File: src/rtl/ntru_pack_pkg.sv
// Shared constants and types for the NTRU trit packing/unpacking datapath.
package ntru_pack_pkg;

  localparam int TRITS_PER_BYTE = 5;

  typedef enum logic [1:0] {
    TRIT_0   = 2'b00,
    TRIT_1   = 2'b01,
    TRIT_2   = 2'b10,
    TRIT_ILL = 2'b11
  } trit_e;

  localparam logic [7:0] POW3 [0:4] = '{8'd1, 8'd3, 8'd9, 8'd27, 8'd81};

endpackage

File: src/rtl/trit_weight_term.sv
// Combinational t * 3^k for one trit at group position k; no multiplier.
module trit_weight_term
  import ntru_pack_pkg::*;
(
  input  logic [1:0] trit,
  input  logic [2:0] k,
  output logic [7:0] term
);

  logic [7:0] w;

  // Select the weight, then form 0, w or 2w from the trit code.
  always_comb begin
    w    = 8'd0;
    term = 8'd0;
    if (k <= 3'd4) begin
      w = POW3[k];
    end else begin
      w = 8'd0;
    end
    case (trit_e'(trit))
      TRIT_1:  term = w;
      TRIT_2:  term = {w[6:0], 1'b0};
      default: term = 8'd0;
    endcase
  end

endmodule

File: src/rtl/trit_pack_stream.sv
// Streaming packer: five trits per byte, little-endian base 3, N_TRITS per polynomial.
// Define TRIT_PACK_ERR_EN to build the sticky illegal-trit (2'b11) detector.
module trit_pack_stream
  import ntru_pack_pkg::*;
#(
  parameter int N_TRITS = 701
) (
  input  logic       clk,
  input  logic       rst,
  input  logic       clr,
  input  logic       in_valid,
  output logic       in_ready,
  input  logic [1:0] in_trit,
  output logic       out_valid,
  input  logic       out_ready,
  output logic [7:0] out_data,
  output logic       out_last,
  output logic       err
);

  localparam int CNT_W = (N_TRITS > 1) ? $clog2(N_TRITS) : 1;
  localparam logic [CNT_W-1:0] CNT_LAST = CNT_W'(N_TRITS - 1);
  localparam logic [2:0] K_LAST = 3'(TRITS_PER_BYTE - 1);

  logic [7:0]       acc_q, acc_d;
  logic [2:0]       k_q, k_d;
  logic [CNT_W-1:0] cnt_q, cnt_d;
  logic             out_valid_q, out_valid_d;
  logic [7:0]       out_data_q, out_data_d;
  logic             out_last_q, out_last_d;

  logic [7:0] term_s;
  logic [7:0] sum_s;
  logic       last_trit_s;
  logic       completing_s;
  logic       in_hs_s;

  trit_weight_term u_term (
    .trit (in_trit),
    .k    (k_q),
    .term (term_s)
  );

  assign sum_s        = acc_q + term_s;
  assign last_trit_s  = (cnt_q == CNT_LAST);
  assign completing_s = (k_q == K_LAST) || last_trit_s;
  // Only a completing trit needs room in the output register.
  assign in_ready     = !(completing_s && out_valid_q && !out_ready);
  assign in_hs_s      = in_valid && in_ready;

  // Next-state for the accumulator, position/index counters and output register.
  always_comb begin
    acc_d       = acc_q;
    k_d         = k_q;
    cnt_d       = cnt_q;
    out_valid_d = out_valid_q;
    out_data_d  = out_data_q;
    out_last_d  = out_last_q;
    if (out_valid_q && out_ready) begin
      out_valid_d = 1'b0;
    end else begin
      out_valid_d = out_valid_q;
    end
    if (clr) begin
      acc_d = 8'd0;
      k_d   = 3'd0;
      cnt_d = '0;
    end else if (in_hs_s) begin
      cnt_d = last_trit_s ? '0 : cnt_q + CNT_W'(1);
      if (completing_s) begin
        out_data_d  = sum_s;
        out_valid_d = 1'b1;
        out_last_d  = last_trit_s;
        acc_d       = 8'd0;
        k_d         = 3'd0;
      end else begin
        acc_d = sum_s;
        k_d   = k_q + 3'd1;
      end
    end else begin
      acc_d = acc_q;
    end
  end

  // State registers.
  always_ff @(posedge clk or negedge rst) begin
    if (!rst) begin
      acc_q       <= 8'd0;
      k_q         <= 3'd0;
      cnt_q       <= '0;
      out_valid_q <= 1'b0;
      out_data_q  <= 8'd0;
      out_last_q  <= 1'b0;
    end else begin
      acc_q       <= acc_d;
      k_q         <= k_d;
      cnt_q       <= cnt_d;
      out_valid_q <= out_valid_d;
      out_data_q  <= out_data_d;
      out_last_q  <= out_last_d;
    end
  end

  assign out_valid = out_valid_q;
  assign out_data  = out_data_q;
  assign out_last  = out_last_q;

`ifdef TRIT_PACK_ERR_EN
  logic err_q, err_d;

  // Sticky flag: survives clr, only rst clears it.
  always_comb begin
    err_d = err_q;
    if (!clr && in_hs_s && (trit_e'(in_trit) == TRIT_ILL)) begin
      err_d = 1'b1;
    end else begin
      err_d = err_q;
    end
  end

  // Error flag register.
  always_ff @(posedge clk or negedge rst) begin
    if (!rst) begin
      err_q <= 1'b0;
    end else begin
      err_q <= err_d;
    end
  end

  assign err = err_q;
`else
  assign err = 1'b0;
`endif

endmodule
File: config.mk
export PLATFORM = sky130hd
export DESIGN_NAME = trit_pack_stream
export DESIGN_NICKNAME = d
export VERILOG_FILES = /design/src/rtl/ntru_pack_pkg.sv /design/src/rtl/trit_weight_term.sv /design/src/rtl/trit_pack_stream.sv
export SDC_FILE = /design/constraint.sdc
export NUM_CORES = 1
export LEC_CHECK = 0
export BUFFER_PORTS_ARGS = -buffer_cell sky130_fd_sc_hd__buf_2
export CORE_MARGIN = 10
export CORE_UTILIZATION = 50
export DETAILED_ROUTE_END_ITERATION = 7
export PLACE_DENSITY = 0.71
export SLEW_MARGIN = 20
export SYNTH_ARGS = -nofsm -noshare
export SYNTH_HDL_FRONTEND = slang
export SYNTH_HIERARCHICAL = 1
export SYNTH_SLANG_ARGS = --single-unit
File: constraint.sdc
create_clock -name clk -period 5.8 [get_ports clk]
set_input_delay 0.29 -clock clk [delete_from_list [all_inputs] [get_ports clk]]
set_output_delay 0.29 -clock clk [all_outputs]
set_load 0.02 [all_outputs]
Yosys cells after proc, flatten, opt, wreduce, memory -nomap -nowiden --
Memory sizes are Yosys's and may differ from the RTL's. Index checks and enable logic that the tools add are counted.
Storage, ports and cells: bits in writable memories 0, bits in latches 0, ROM bits 64, memories 1, output and inout port bits 12, flip-flop bits (word level) 31, logic and storage cells 44, input port bits 7
Memories:
- (no name shown) | words 8, width 8, read ports 1, clocked after memory_dff 0, write ports 0, line trit_weight_term.sv:17 | w = POW3[k];
Cells by class: add/sub/neg operators 3, order comparisons 2, reductions and logical operators 9, equal/unequal tests 4, bitwise gates (word level) 2, multiply operators 0, divide/modulo/power cells 0, mux-type cells 17, shift-type cells 0
Operators by type and width (count):
- two-way mux 8 bit | 6
- two-way mux 10 bit | 3
- one-hot mux 8 bit (2 select lines) | 1
- adder 10 x 1 -> 10 bit (second input constant) | 1
- equality test 10 bit (second input constant) | 1
- two-way mux 3 bit | 3
- adder 8 bit | 1
- greater-or-equal comparator 4 bit (second input constant) | 1
- logical AND 1 bit | 4
- two-way mux 1 bit | 4
- inverter 3 -> 4 bit | 1
- adder 3 x 1 -> 3 bit (second input constant) | 1
- equality test 3 bit (second input constant) | 1
- <= comparator 3 bit (second input constant) | 1
- AND reduction 3 bit | 1
- equality test 2 x 1 -> 1 bit (second input constant) | 1
- equality test 2 bit (second input constant) | 1
- logical NOT 1 bit | 2
- nonzero test 2 bit | 1
- logical OR 1 bit | 1
- inverter 1 bit | 1

Longest topological paths before layout --
Gate-level depths: netlist (run 1).
word-level depth 10, depth in mapped cells 11, gate-level depth less buffers 11

Cells and area by module --
Netlist (run 1), hierarchy kept.
By module, submodules not included:
- trit_pack_stream | cells each 169, area each 1788.0 um^2, times used 1, sequential area each 775.7 um^2
- trit_weight_term | cells each 20, area each 132.6 um^2, times used 1, sequential area each 0.0 um^2

Worst setup path before layout (run 1) --
No wires, ideal clock.
path kind input port to flip-flop, from input in_trit[0], to register out_data_q[6], in the netlist out_data[6], stages on the path 11, required time 5675 ps, slack 3440 ps, library setup time 125 ps, buffers on the path 0, data arrival time 2235 ps, cell sequence inv_1 > ha_1 > nand2b_1 > a21oi_1 > ha_1 > fa_1 > a211oi_1 > o21bai_1 > a21oi_1 > xnor2_1 > mux2_4
Between the ends: word-level cells in the longest chain between the ends 3, elaborated cells between the ends (all ways) 4, those cells by class add/sub: 1; eq/ne: 2; mux: 1
Ends and longest elaborated chain:
- start: declaration | line trit_pack_stream.sv:13 | input logic [1:0] in_trit,
- equality test 2 bit / equality test 2 x 1 -> 1 bit (equally long branches) | line trit_weight_term.sv:21 | case (trit_e'(trit))
- one-hot mux 8 bit (2 select lines) (*) | line trit_weight_term.sv:21
- named net term_s[0] | line trit_pack_stream.sv:32 | logic [7:0] term_s;
- adder 8 bit (*) | line trit_pack_stream.sv:44 | assign sum_s = acc_q + term_s;
- end signal: assignment | line trit_pack_stream.sv:99 | out_data_q <= out_data_d;
- end: declaration | line trit_pack_stream.sv:29 | logic [7:0] out_data_q, out_data_d;
Mark *: on every way through the listed nets, which the timed path passes. The rest lies on a longest branch. A chain may end at the register's enable or synchronous reset.

Worst setup path in the final report (run 1) --
from register k_q[2], to register out_data_q[7], in the netlist out_data[7]
Between the ends: word-level cells in the longest chain between the ends 7, elaborated cells between the ends (all ways) 15, those cells by class add/sub: 1; order compare: 1; eq/ne: 1; mux: 4; bitwise: 1; reduce/logical: 6; memory: 1
Ends and longest elaborated chain:
- start: declaration | line trit_pack_stream.sv:26 | logic [2:0] k_q, k_d;
- start signal: assignment | line trit_pack_stream.sv:96 | k_q <= k_d;
- inverter 3 -> 4 bit (not written as such) | line trit_weight_term.sv:17
- memory (8 x 8 bit)
- two-way mux 8 bit (not written as such) (2 in series) | line trit_weight_term.sv:17
- two-way mux 8 bit (*) | line trit_weight_term.sv:16 | if (k <= 3'd4) begin
- one-hot mux 8 bit (2 select lines) (*) | line trit_weight_term.sv:21
- named net term_s[5] | line trit_pack_stream.sv:32
- adder 8 bit (*) | line trit_pack_stream.sv:44
Mark *: on every way through the listed nets, which the timed path passes. The rest lies on a longest branch. The select of a mux whose other input is x is not followed.

==> results of run 1 <==
[power by group through the flow]
stage / registers [mW] / logic (mW) / clock network, mW
after global routing: 0.229 / 0.0524 / 0.165
after global placement: 0.231 / 0.0451 / 0
final: 0.228 / 0.0461 / 0.154
after floorplan: 0.232 / 0.0300 / 0
after CTS: 0.228 / 0.0470 / 0.158
after detailed placement: 0.231 / 0.0468 / 0
[flip-flops by register name (all words and copies together), names as in the netlist]
register   count
cnt_q         10
acc_q          8
out_data       8
k_q            3
out_last       1
out_valid      1
[worst max-delay path by stage]
stage                     slack, ns          end  startpoint  cells past startpoint
final                          3.27  out_data[7]      k_q[2]                      8
after global routing           3.11  out_data[7]      k_q[2]                      8
after CTS                      3.28  out_data[7]      k_q[2]                      8
after detailed placement       3.12  out_data[6]  in_trit[0]                     12
after global placement         3.13  out_data[6]  in_trit[0]                     12
after floorplan                3.44  out_data[6]  in_trit[0]                     11
[cells in the final DEF (no fill, tap or decap), types with 3 or more instances in the layout]
master	netlist	layout
sky130_fd_sc_hd__nor3b_1	3	3
sky130_fd_sc_hd__o31ai_1	4	4
sky130_fd_sc_hd__inv_1	9	9
sky130_fd_sc_hd__xnor2_1	4	4
sky130_fd_sc_hd__nand3_1	6	6
sky130_fd_sc_hd__nand2b_1	4	4
sky130_fd_sc_hd__ha_1	13	13
sky130_fd_sc_hd__a22o_1	8	8
sky130_fd_sc_hd__nor3_1	3	3
sky130_fd_sc_hd__o21ai_0	14	14
sky130_fd_sc_hd__a21oi_1	9	9
sky130_fd_sc_hd__nand2_1	13	13
sky130_fd_sc_hd__buf_2	2	17
sky130_fd_sc_hd__nor2_1	11	11
sky130_fd_sc_hd__clkbuf_8	0	5
sky130_fd_sc_hd__mux2_4	8	8
sky130_fd_sc_hd__o211ai_1	5	5
sky130_fd_sc_hd__a21o_1	3	3
sky130_fd_sc_hd__dfrtp_1	31	31
[cell type report]
cell class / instances / area [um^2]
fill: 360 / 1580
multi-input combinational: 144 / 1080
sequential: 31 / 776
timing repair buffer: 17 / 85.1
clock buffer: 6 / 72.6
tap: 48 / 60.1
inverter: 9 / 33.8
[metrics by stage]
| step | hold slack [ns] | power (mW) |
|---|---|---|
| 2_1_floorplan | -0.00559 | 0.262 |
| 3_3_place_gp | 0.369 | 0.276 |
| 3_5_place_dp | 0.379 | 0.278 |
| 4_1_cts | 0.0742 | 0.432 |
| 5_1_grt | 0.0952 | 0.447 |
| 6_report | 0.0480 | 0.428 |
[kinds of logic (layout without fill, tap and decap cells)]
kind of cell | Yosys count | count (layout) | share of synthesized area [%]
AOI/OAI and AO/OA | 59 | 59 | 21.0
and+or+nand+nor | 55 | 55 | 15.9
DFF | 31 | 31 | 40.4
adders and majority gates | 14 | 14 | 9.51
buffers and inverters | 14 | 32 | 3.45
muxes | 9 | 9 | 6.84
xor gates and xnor gates | 6 | 6 | 2.74
other | 1 | 1 | 0.195
[worst max-delay path, stage by stage, from the launching register on]
cell and delay [ns]:
sky130_fd_sc_hd__dfrtp_1 0.52, sky130_fd_sc_hd__or3b_1 0.44, sky130_fd_sc_hd__a21oi_1 0.17, sky130_fd_sc_hd__ha_1 0.28, sky130_fd_sc_hd__o21a_1 0.20, sky130_fd_sc_hd__or3_1 0.32
sky130_fd_sc_hd__o211ai_1 0.17, sky130_fd_sc_hd__xnor2_1 0.17, sky130_fd_sc_hd__a21oi_1 0.10
[routing by layer]
metal  up-vias  GRT usage, %  wire length, um
li1        733             -                -
met1       725          13.6             1760
met5         -             0                0
met2        14          22.6             2020
met4         0          4.59               55
met3         6          4.15              134
==> results list, run 1 <==
- By count the netlist is led by sky130_fd_sc_hd__dfrtp_1 (31), sky130_fd_sc_hd__o21ai_0 (14), sky130_fd_sc_hd__ha_1 (13), sky130_fd_sc_hd__nand2_1 (13), sky130_fd_sc_hd__nor2_1 (11).
- Number of standard cells in the layout, taps in and fillers out: 255
- Worst Setup Path Type: reg -> reg
- After clock tree synthesis, the setup repair step added 0 buffers.
- The final max-slew violation count came to 0.
* Arrival time reported for the critical path endpoint: 2.67 ns
* EDFF count, synth: 0
- Clock latency on the worst-skew pair, taken at its later pin, is 0.28 ns.
- For this run, the share of the core covered by cells in the final layout is 57.1%.
- In this run, CTS created clock tree buffers numbering 5.
- Dividing the detail-routed via count by the number of cells gives 5.80.
* Library cell occupying the most area in the post-synthesis netlist: sky130_fd_sc_hd__dfrtp_1
- Clk sinks: 31
- During synthesis, Yosys emitted a total of 6 warnings.
- The H-tree was split into 2 levels.
* Switching Power: 0.109 mW
- Headroom to the max-slew limit came out at 49.7%.
- Min cycle time layout: 2.53 ns
* Period Utilization, post-route: 43.7%
- Chip Height: 82.0 um
- Proportion of register bits with asynchronous set or reset after synthesis: 100%
- Register area share after synthesis: 40.4%
- The number of hold buffers added after CTS was 0.
* Kind of launch point of the worst setup path: flop
- IR analysis of the VDD net gives a maximum drop of 0.125 mV.
* Layout Cell Area excl Fill: 2110 um^2
* Min setup slack post-route: 3.27 ns
- Setup WS pre-CTS: 3.12 ns
- Setup TNS: 0 ns
- After clock tree synthesis, the repair step resized 0 gates.
* Pin count of the biggest net entering global routing: 32
* Internal power consumption: 0.319 mW
* Share of post-route cells with drive strength above 1: 17.9%
* Cell Area, Synth: 1920 um^2
- Average footprint of a synthesized cell: 10.2 um^2
- Fin nets: 229
- Area added between synthesis and finish: 9.64%
- Area fraction of the dominant cell type after synthesis: 40.4%
* Rows: 22
* Post-synthesis net count: 210
* Antenna violations before repair: 0
- After global routing the overflow that remains totals 0.
* RSZ-0062 raised after global routing: false
- Via count of the first global-routing pass: 1475
* Netlist cell types: 48
- Most used flip-flop cell after synthesis: sky130_fd_sc_hd__dfrtp_1
- In the routed design, unresolved DRC markers number 0.
* Result of the run: complete, no violations
* Worst reg2reg path endpoint: out_data[7]
- Leading cell types by total area after synthesis: sky130_fd_sc_hd__dfrtp_1 (40%), sky130_fd_sc_hd__ha_1 (8.5%), sky130_fd_sc_hd__mux2_4 (6.3%)
- R2R Path Start: k_q[2]
- Clock-pin slew reported for the worst setup and hold paths after clock tree synthesis: 0.06 ns
* Placeable Area: 3690 um^2
- Setup violations remaining at the end of the flow were counted as 0.
* Tightest Pin Transition: 0.752 ns
- Wire length after detailed routing: 3970 um
* Most used standard cell by instance count after synthesis: sky130_fd_sc_hd__dfrtp_1
* Clock skew after layout: 0.00598 ns
* Clock group share of total power: 36.0%
- Fraction of power consumed by combinational cells: 10.8%
- For this design the static power due to leakage is 1.02 nW.
* Clock Root Buffer: sky130_fd_sc_hd__clkbuf_8
- In this run switching power makes up 25.4% of total power.
- Max FO, Critical Path: 11
- Share of power burned in registers: 53.2%
- Width of the die: 82.0 um
- For the worst setup path, the data required time is 5.93 ns.
- Detailed routing inserted a total of 1478 vias.
* Kind of capture point of the worst setup path: flop
- Synthesis handed over a netlist of 189 instances.
- Routed WL per cell: 15.6 um
- In this run, placement finished with an instance count of 249.
- The tightest min-delay check is of the in -> async type.
- For this design the ratio of total power to cell area is 203 nW/um^2.
- TritonRoute pass-1 iters: 4
- The first global-routing pass estimated 6580 um of wire.
- Number of buffer cells added on primary ports: 17
- Achievable Freq: 0.395 GHz
- The setup check on the worst reg-to-reg path leaves a slack of 3.27 ns.
* Initial Util: 52.1%
* Count of cells along the worst register-to-register path: 8
- Worst-case clock buffer depth: 2
* I/O pin cnt: 19
- Area of the die: 6720 um^2
- ANT cells: 0
- Count of nets left with antenna violations after detail routing: 0
- Global routing used 12.7% of the available tracks across all layers.
- After synthesis the netlist holds a flip-flop and latch count of 31.
- Final estimated routing congestion in global placement: 0.887
- For this block, the initial DRC count from the detailed router was 70.
- TritonCTS built the clock tree.
* Total cell area at the placement stage: 2030 um^2
- Total count of hold-check failures in the final report: 0
* Count of max-cap constraint violations: 0
- Detailed placement ended at an HPWL of 2930 um.
Note: power is estimated with default switching activity, not from simulation.
==> inputs of run 2 (changes only) <==
--- a/config.mk
+++ b/config.mk
@@ -9,7 +9,7 @@
 export CORE_MARGIN = 10
 export CORE_UTILIZATION = 50
 export DETAILED_ROUTE_END_ITERATION = 7
-export PLACE_DENSITY = 0.71
+export PLACE_DENSITY = 0.74
 export SLEW_MARGIN = 20
 export SYNTH_ARGS = -nofsm -noshare
 export SYNTH_HDL_FRONTEND = slang
==> constraint.sdc (replaced) <==
create_clock -name clk -period 2.3 [get_ports clk]
set_input_delay 0.115 -clock clk [delete_from_list [all_inputs] [get_ports clk]]
set_output_delay 0.115 -clock clk [all_outputs]
set_load 0.02 [all_outputs]
==> results list, run 2 (same netlist as run 1, synthesis figures left out) <==
* IR drop worst, VDD: 0.372 mV (was 0.125 mV)
* Depth of the worst hold-timing path: 3
- The cell internal power dissipation was 0.844 mW (was 0.319 mW).
- Count of nets left with antenna violations after detail routing: 0 (unchanged)
- The number of flip-flops in the largest register came to 10 (unchanged).
* Clock latency reported for the late side of the worst-skew pair: 0.29 ns (was 0.28 ns)
- The TritonCTS buffer count came to 5 (unchanged).
- Filler Cell Count: 309 (was 360)
* Worst-case clock buffer depth: 2 (unchanged)
- I/O pin cnt: 19 (unchanged)
* Slowest stage delay, CP: 0.45 ns (was 0.52 ns)
- The routed wire length was 4570 um (was 3970 um).
- Detailed-placement wirelength estimate: 3100 um (was 2930 um)
- Violations in the final reports: setup timing
- The total instance count after detailed placement came to 269 (was 249).
* Setup WS pre-CTS: -0.215 ns (was 3.12 ns)
* Worst Setup Path Type: reg -> reg (unchanged)
- Result of the run: finished, violations left (was complete, no violations).
* Clock group share of total power: 36.5% (was 36.0%)
- Type of the worst min-delay path: in -> reg (was in -> async)
* Count of cells along the worst register-to-register path: 8 (unchanged)
* Slowest cell on crit path: sky130_fd_sc_hd__or3b_4 (was sky130_fd_sc_hd__dfrtp_1)
* ANT cells: 0 (unchanged)
* Number of buffer cells added on primary ports: 17 (unchanged)
- Initial Util: 52.1% (unchanged)
- Fraction of power consumed by combinational cells: 14.0% (was 10.8%)
- Number of H-tree levels: 2 (unchanged)
- Detailed router's first-iteration violation count: 99 (was 70)
* Share of power burned in registers: 49.5% (was 53.2%)
- The kind of start point of the critical path is a flop (unchanged).
- The total number of clock tree sinks is 31 (unchanged).
* Standby leakage power: 1.15 nW (was 1.02 nW)
* Switching Power: 0.314 mW (was 0.109 mW)
- The clock tree skew after final layout is 0.00878 ns (was 0.00598 ns).
* Period Utilization, post-route: 103% (was 43.7%)
* Min cycle time layout: 2.36 ns (was 2.53 ns)
- The chip height came to 82.0 um (unchanged).
- The overall fraction of global-route tracks in use is 14.9% (was 12.7%).
- The total number of vias is 1611 (was 1478).
- The total power divided by cell area was 487 nW/um^2 (was 203 nW/um^2).
- Per-cell via count in the routed design: 5.73 (was 5.80)
- Multi-input gate area: 1150 um^2 (was 1080 um^2)
* Pin count of the biggest net entering global routing: 32 (unchanged)
* Worst hold-check slack: 0.143 ns (was 0.0480 ns)
- The global route total overflow came to 0 (unchanged).
* Layout Cell Area excl Fill: 2380 um^2 (was 2110 um^2)
* Routed WL per cell: 16.2 um (was 15.6 um)
* Arrival time reported for the critical path endpoint: 2.53 ns (was 2.67 ns)
- Antenna violations before repair: 0 (unchanged)
* Commonest non-fill, non-tap cell in the layout: sky130_fd_sc_hd__dfrtp_1 (unchanged)
- The final number of setup-violating endpoints is 1 (was 0).
- Via count of the first global-routing pass: 1633 (was 1475)
- The largest fanout on the critical path came to 5 (was 11).
- The die span in x came to 82.0 um (unchanged).
* Area taken by flip-flops and latches: 779 um^2 (was 776 um^2)
- The wire length of the first global-routing pass came to 7830 um (was 6580 um).
- The CTS root buffer is sky130_fd_sc_hd__clkbuf_8 (unchanged).
* Largest register by flop count: cnt_q (unchanged)
- Highest-count cells in the layout ignoring fill and taps: sky130_fd_sc_hd__dfrtp_1 (28), sky130_fd_sc_hd__buf_4 (22), sky130_fd_sc_hd__buf_2 (17) (was sky130_fd_sc_hd__dfrtp_1 (31), sky130_fd_sc_hd__buf_2 (17), sky130_fd_sc_hd__o21ai_0 (14))
- Clock-pin slew reported for the worst setup and hold paths after clock tree synthesis: 0.07 ns (was 0.06 ns)
* Number of standard cells in the layout, taps in and fillers out: 281 (was 255)
- Placeable Area: 3690 um^2 (unchanged)
- Area of the die: 6720 um^2 (unchanged)
- Remaining max-slew budget at the tightest pin: 51.5% (was 49.7%)
* RSZ-0062 raised after global routing: true (was false)
- The instance area after placement was 2180 um^2 (was 2030 um^2).
- Final estimated routing congestion in global placement: 0.820 (was 0.887)
- Fin nets: 253 (was 229)
- Count of max-cap constraint violations: 0 (unchanged)
- Cell-by-cell listing of the critical path: or3b_4, a21oi_2, ha_1, o21a_1, or3_1, o211ai_1, xnor2_1, a21oi_1 (was or3b_1, a21oi_1, ha_1, o21a_1, or3_1, o211ai_1, xnor2_1, a21oi_1).
- Min setup slack post-route: -0.0645 ns (was 3.27 ns)
- Total count of hold-check failures in the final report: 0 (unchanged)
- Required @ worst endpoint: 2.47 ns (was 5.93 ns)
- Count of pins over their slew limit: 0 (unchanged)
- Post-detailed-route DRC marker count: 0 (unchanged)
- The detailed-router iteration count before antenna repair was 4 (unchanged).
* Share of post-route cells with drive strength above 1: 31.8% (was 17.9%)
- Achievable Freq: 0.423 GHz (was 0.395 GHz)
- The clock tree from TritonCTS is built (unchanged).
* Area added between synthesis and finish: 23.8% (was 9.64%)
- Rows: 22 (unchanged)
* Kind of capture point of the worst setup path: flop (unchanged)
* Switching power share of the total: 27.1% (was 25.4%)
- The pin slew with the least headroom to its limit was 0.727 ns (was 0.752 ns).
run 2: path summary, 6_finish.rpt:
path                                to   startpoint  slack [ns]
max                        out_data[7]       k_q[1]       -0.06
min                          out_valid    out_ready        0.14
max reg2reg                out_data[7]       k_q[1]       -0.06
min reg2reg                out_data[5]  out_data[5]        0.51
max in group asynchronous       k_q[2]          rst        1.37
min in group asynchronous     cnt_q[7]          rst        0.41
run 2: layer usage:
| layer | vias up | routed length, um | global-route usage (%) |
|---|---|---|---|
| li1 | 786 | - | - |
| met1 | 788 | 2060 | 18.5 |
| met2 | 30 | 2250 | 24.4 |
| met3 | 7 | 202 | 4.59 |
| met4 | 0 | 49 | 4.08 |
| met5 | - | 0 | 0 |
run 2: repair_timing:
action	in CTS	in global routing
endpoints found under the hold margin	31	0
setup buffers	3	0
pin swaps	8	8
gates resized for setup	9	8
hold buffers	1	0
endpoints found under the setup margin	6	8
run 2: cell type report:
cell class,instances,share of cell area (%)
tap,48,2.52
timing repair buffer,41,11.4
clock inverter,1,0.210
multi-input combinational,144,48.4
sequential,31,32.8
clock buffer,7,3.21
inverter,9,1.42
run 2: power by group through the flow:
stage | Combinational (mW) | Sequential (mW) | Clock, mW
after detailed placement | 0.139 | 0.582 | 0
after global routing | 0.180 | 0.575 | 0.456
after global placement | 0.137 | 0.582 | 0
after floorplan | 0.0756 | 0.585 | 0
after CTS | 0.152 | 0.573 | 0.426
final | 0.162 | 0.574 | 0.422
run 2: per-stage QoR:
step | setup TNS (ns) | power [mW] | utilization, %
3_5_place_dp | -0.882 | 0.722 | 59.2
3_3_place_gp | -0.538 | 0.719 | 59.2
4_1_cts | -0.0339 | 1.15 | 63.3
2_1_floorplan | 0 | 0.660 | -
6_report | -0.0645 | 1.16 | 64.5
5_1_grt | -0.558 | 1.21 | 64.5
run 2: critical path: cells and delay by family (launching register included):
kind,cells,cell delay (ns)
compound gates,4,0.62
fa+ha+maj,1,0.25
xor+xnor,1,0.17
flops,1,0.44
simple gates,2,0.76
==> inputs of run 3 (changes only) <==
--- a/config.mk
+++ b/config.mk
@@ -9,6 +9,7 @@
 export CORE_MARGIN = 10
 export CORE_UTILIZATION = 50
 export DETAILED_ROUTE_END_ITERATION = 7
+export GPL_TIMING_DRIVEN = 0
 export PLACE_DENSITY = 0.74
 export SLEW_MARGIN = 20
 export SYNTH_ARGS = -nofsm -noshare
==> results list, run 3 (same netlist as run 1, synthesis figures left out) <==
- Final estimated routing congestion in global placement: 0.814 (was 0.820)
* Highest-count cells in the layout ignoring fill and taps: sky130_fd_sc_hd__dfrtp_1 (28), sky130_fd_sc_hd__buf_2 (19), sky130_fd_sc_hd__buf_4 (15) (was sky130_fd_sc_hd__dfrtp_1 (28), sky130_fd_sc_hd__buf_4 (22), sky130_fd_sc_hd__buf_2 (17))
* Min setup slack post-route: -0.0657 ns (was -0.0645 ns)
- Count of pins over their slew limit: 0 (unchanged)
- Clock skew after layout: 0.00520 ns (was 0.00878 ns)
- Cell area power density: 486 nW/um^2 (was 487 nW/um^2)
* TritonRoute pass-1 iters: 4 (unchanged)
- Launching instance or port of the critical path: k_q[1] (unchanged)
- The CTS root buffer is sky130_fd_sc_hd__clkbuf_8 (unchanged).
- Filler Cell Count: 295 (was 309)
- RSZ-0062 raised after global routing: true (unchanged).
* Detailed-placement wirelength estimate: 2810 um (was 3100 um)
* R2R Path Start: k_q[1] (unchanged)
- Placeable Area: 3690 um^2 (unchanged)
- The chip height came to 82.0 um (unchanged).
- Fin nets: 249 (was 253)
- The detailed router's first-iteration violation count was 91 (was 99).
- Arrival time reported for the critical path endpoint: 2.54 ns (was 2.53 ns)
- IR drop worst, VDD: 0.299 mV (was 0.372 mV)
- Commonest non-fill, non-tap cell in the layout: sky130_fd_sc_hd__dfrtp_1 (unchanged)
- Setup slack on the worst flop-to-flop path: -0.07 ns (was -0.06 ns)
- Period Utilization, post-route: 103% (about the same)
* Number of H-tree levels: 2 (unchanged)
- Min cycle time layout: 2.37 ns (was 2.36 ns)
- Standby leakage power: 1.13 nW (was 1.15 nW)
- The post-placement worst setup slack was -0.213 ns (was -0.215 ns).
* Via count of the first global-routing pass: 1546 (was 1633)
* Pin count of the biggest net entering global routing: 32 (unchanged)
- The critical path's slowest cell is sky130_fd_sc_hd__or3b_4 (unchanged).
* Number of buffers and inverters on the critical path: 1 (was 0)
* Worst reg2reg path endpoint: out_data[7] (unchanged)
- Slowest stage delay, CP: 0.43 ns (was 0.45 ns)
- The number of placement rows was 22 (unchanged).
- Result of the run: finished, violations left (unchanged)
* Max FO, Critical Path: 4 (was 5)
* Area of the die: 6720 um^2 (unchanged)
- The total negative setup slack was -0.103 ns (was -0.0645 ns).
- The capture point of the worst path is out_data[7] (unchanged).
- Cell-by-cell listing of the critical path: or3b_4, a21oi_2, ha_1, o21a_1, or3_4, o211ai_1, buf_4, xnor2_2, a21oi_2 (was or3b_4, a21oi_2, ha_1, o21a_1, or3_1, o211ai_1, xnor2_1, a21oi_1).
* Kind of capture point of the worst setup path: flop (unchanged)
- The overall fraction of global-route tracks in use is 13.2% (was 14.9%).
- Required @ worst endpoint: 2.47 ns (about the same)
- The number of buffers between clock root and the deepest sink is 2 (unchanged).
- Total design power: 1.15 mW (was 1.16 mW)
- Clock latency reported for the late side of the worst-skew pair: 0.29 ns (about the same)
* Count of max-cap constraint violations: 0 (unchanged)
* Area added between synthesis and finish: 23.8% (unchanged)
- The type of the most critical hold path was in -> reg (unchanged).
- Startpoint of the tightest hold check path: out_ready (unchanged)
- Worst Setup Path Type: reg -> reg (unchanged)
- Clock tree from TritonCTS: built (unchanged)
* Count of cells along the worst register-to-register path: 9 (was 8)
- Achievable Freq: 0.423 GHz (about the same)
* Total gr overflow: 0 (unchanged)
- Share of post-route cells with drive strength above 1: 35.4% (was 31.8%)
* Library cell appearing most often on the critical path: sky130_fd_sc_hd__a21oi_2
- Multi-input gate area: 1190 um^2 (was 1150 um^2)
* Routed vias: 1615 (was 1611)
- The routed wire length is 4520 um (was 4570 um).
- Initial Util: 52.1% (unchanged)
- The pin slew with the least headroom to its limit is 0.696 ns (was 0.727 ns).
- Count of nets left with antenna violations after detail routing: 0 (unchanged)
- The initial antenna violation count came to 0 (unchanged).
- The family with the most delay on the worst path is simple AND/OR/NAND/NOR gates (unchanged).
- The register with the highest flop count is cnt_q (unchanged).
* Number of setup violations in the final report: 2 (was 1)
* Kind of launch point of the worst setup path: flop (unchanged)
- Violations in the final reports: setup timing (unchanged).
- The TritonCTS buffer count came to 5 (unchanged).
- I/O pin cnt: 19 (unchanged)
- Per-cell via count in the routed design: 5.83 (was 5.73)
- The post-layout instance area was 2380 um^2 (unchanged).
* Clock-pin slew reported for the worst setup and hold paths after clock tree synthesis: 0.07 ns (about the same)
- The average wire length per cell after detail routing is 16.3 um (was 16.2 um).
- The wire length of the first global-routing pass is 7000 um (was 7830 um).
* Remaining max-slew budget at the tightest pin: 53.6% (was 51.5%)
- The instance area after placement is 2070 um^2 (was 2180 um^2).
- The total number of clock tree sinks was 31 (unchanged).
- ANT cells: 0 (unchanged)
* Critical path depth: 9 (was 8)
- The die span in x was 82.0 um (unchanged).
* Flip-flop count of the largest register, all copies and words added: 10 (unchanged)
- The number of failing hold endpoints at the final stage is 0 (unchanged).
- The sequential standard cell area was 779 um^2 (unchanged).
* Post-detailed-route DRC marker count: 0 (unchanged)
- Number of buffer cells added on primary ports: 17 (unchanged)
[run 3: changes by cell type in the layout (fill, tap and decap cells not counted), moves of 2 or more]
cell	previous run	this run
sky130_fd_sc_hd__buf_4	22	15
sky130_fd_sc_hd__a21oi_1	4	2
sky130_fd_sc_hd__a21oi_2	5	7
sky130_fd_sc_hd__buf_2	17	19
sky130_fd_sc_hd__o22ai_2	0	2
[run 3: layout make-up]
cell class	count	share of cell area, %
sequential	31	32.8
timing repair buffer	32	8.42
clock inverter	2	0.526
multi-input combinational	144	49.9
clock buffer	6	3.05
tap	48	2.52
inverter	9	1.42
buffer	5	1.42
[run 3: how the worst min path moves through the flow]
| stage | endpoint | depth (start not counted) |
|---|---|---|
| after floorplan | acc_q[0] | 0 |
| after global placement | cnt_q[7] | 1 |
| after detailed placement | cnt_q[7] | 1 |
| after CTS | out_valid | 3 |
| after global routing | out_valid | 3 |
| final | out_valid | 3 |
[run 3: through the flow]
step | utilization (%) | hold WS, ns | std cells
4_1_cts | 61.0 | 0.155 | 271
6_report | 64.5 | 0.157 | 277
3_3_place_gp | 56.0 | 0.199 | 254
2_1_floorplan | - | -0.181 | 189
3_5_place_dp | 56.0 | 0.196 | 254
5_1_grt | 64.5 | 0.171 | 277
[run 3: power breakdown]
| part | switching, mW | internal [mW] |
|---|---|---|
| clock network | 0.216 | 0.211 |
| logic | 0.0889 | 0.0667 |
| registers | 0.0131 | 0.559 |
| total | 0.318 | 0.837 |
[run 3: worst min-delay path, stage by stage]
cell	delay, ns
sky130_fd_sc_hd__buf_2	0.09
sky130_fd_sc_hd__nand2b_1	0.14
sky130_fd_sc_hd__nand2_1	0.06
[run 3: what timing repair did]
item	in CTS	in global routing
hold buffers	1	0
resized for setup	9	17
buffers inserted	8	6
endpoints found under the hold margin	31	0
pin swaps	3	12
endpoints found under the setup margin	6	7
[run 3: metal layers]
layer	part of all wire (%)	GRT usage [%]	vias up
li1	-	-	778
met1	43	17.0	797
met2	51	20.5	30
met3	3.9	3.06	10
met4	2.1	6.12	0
met5	0	0	-
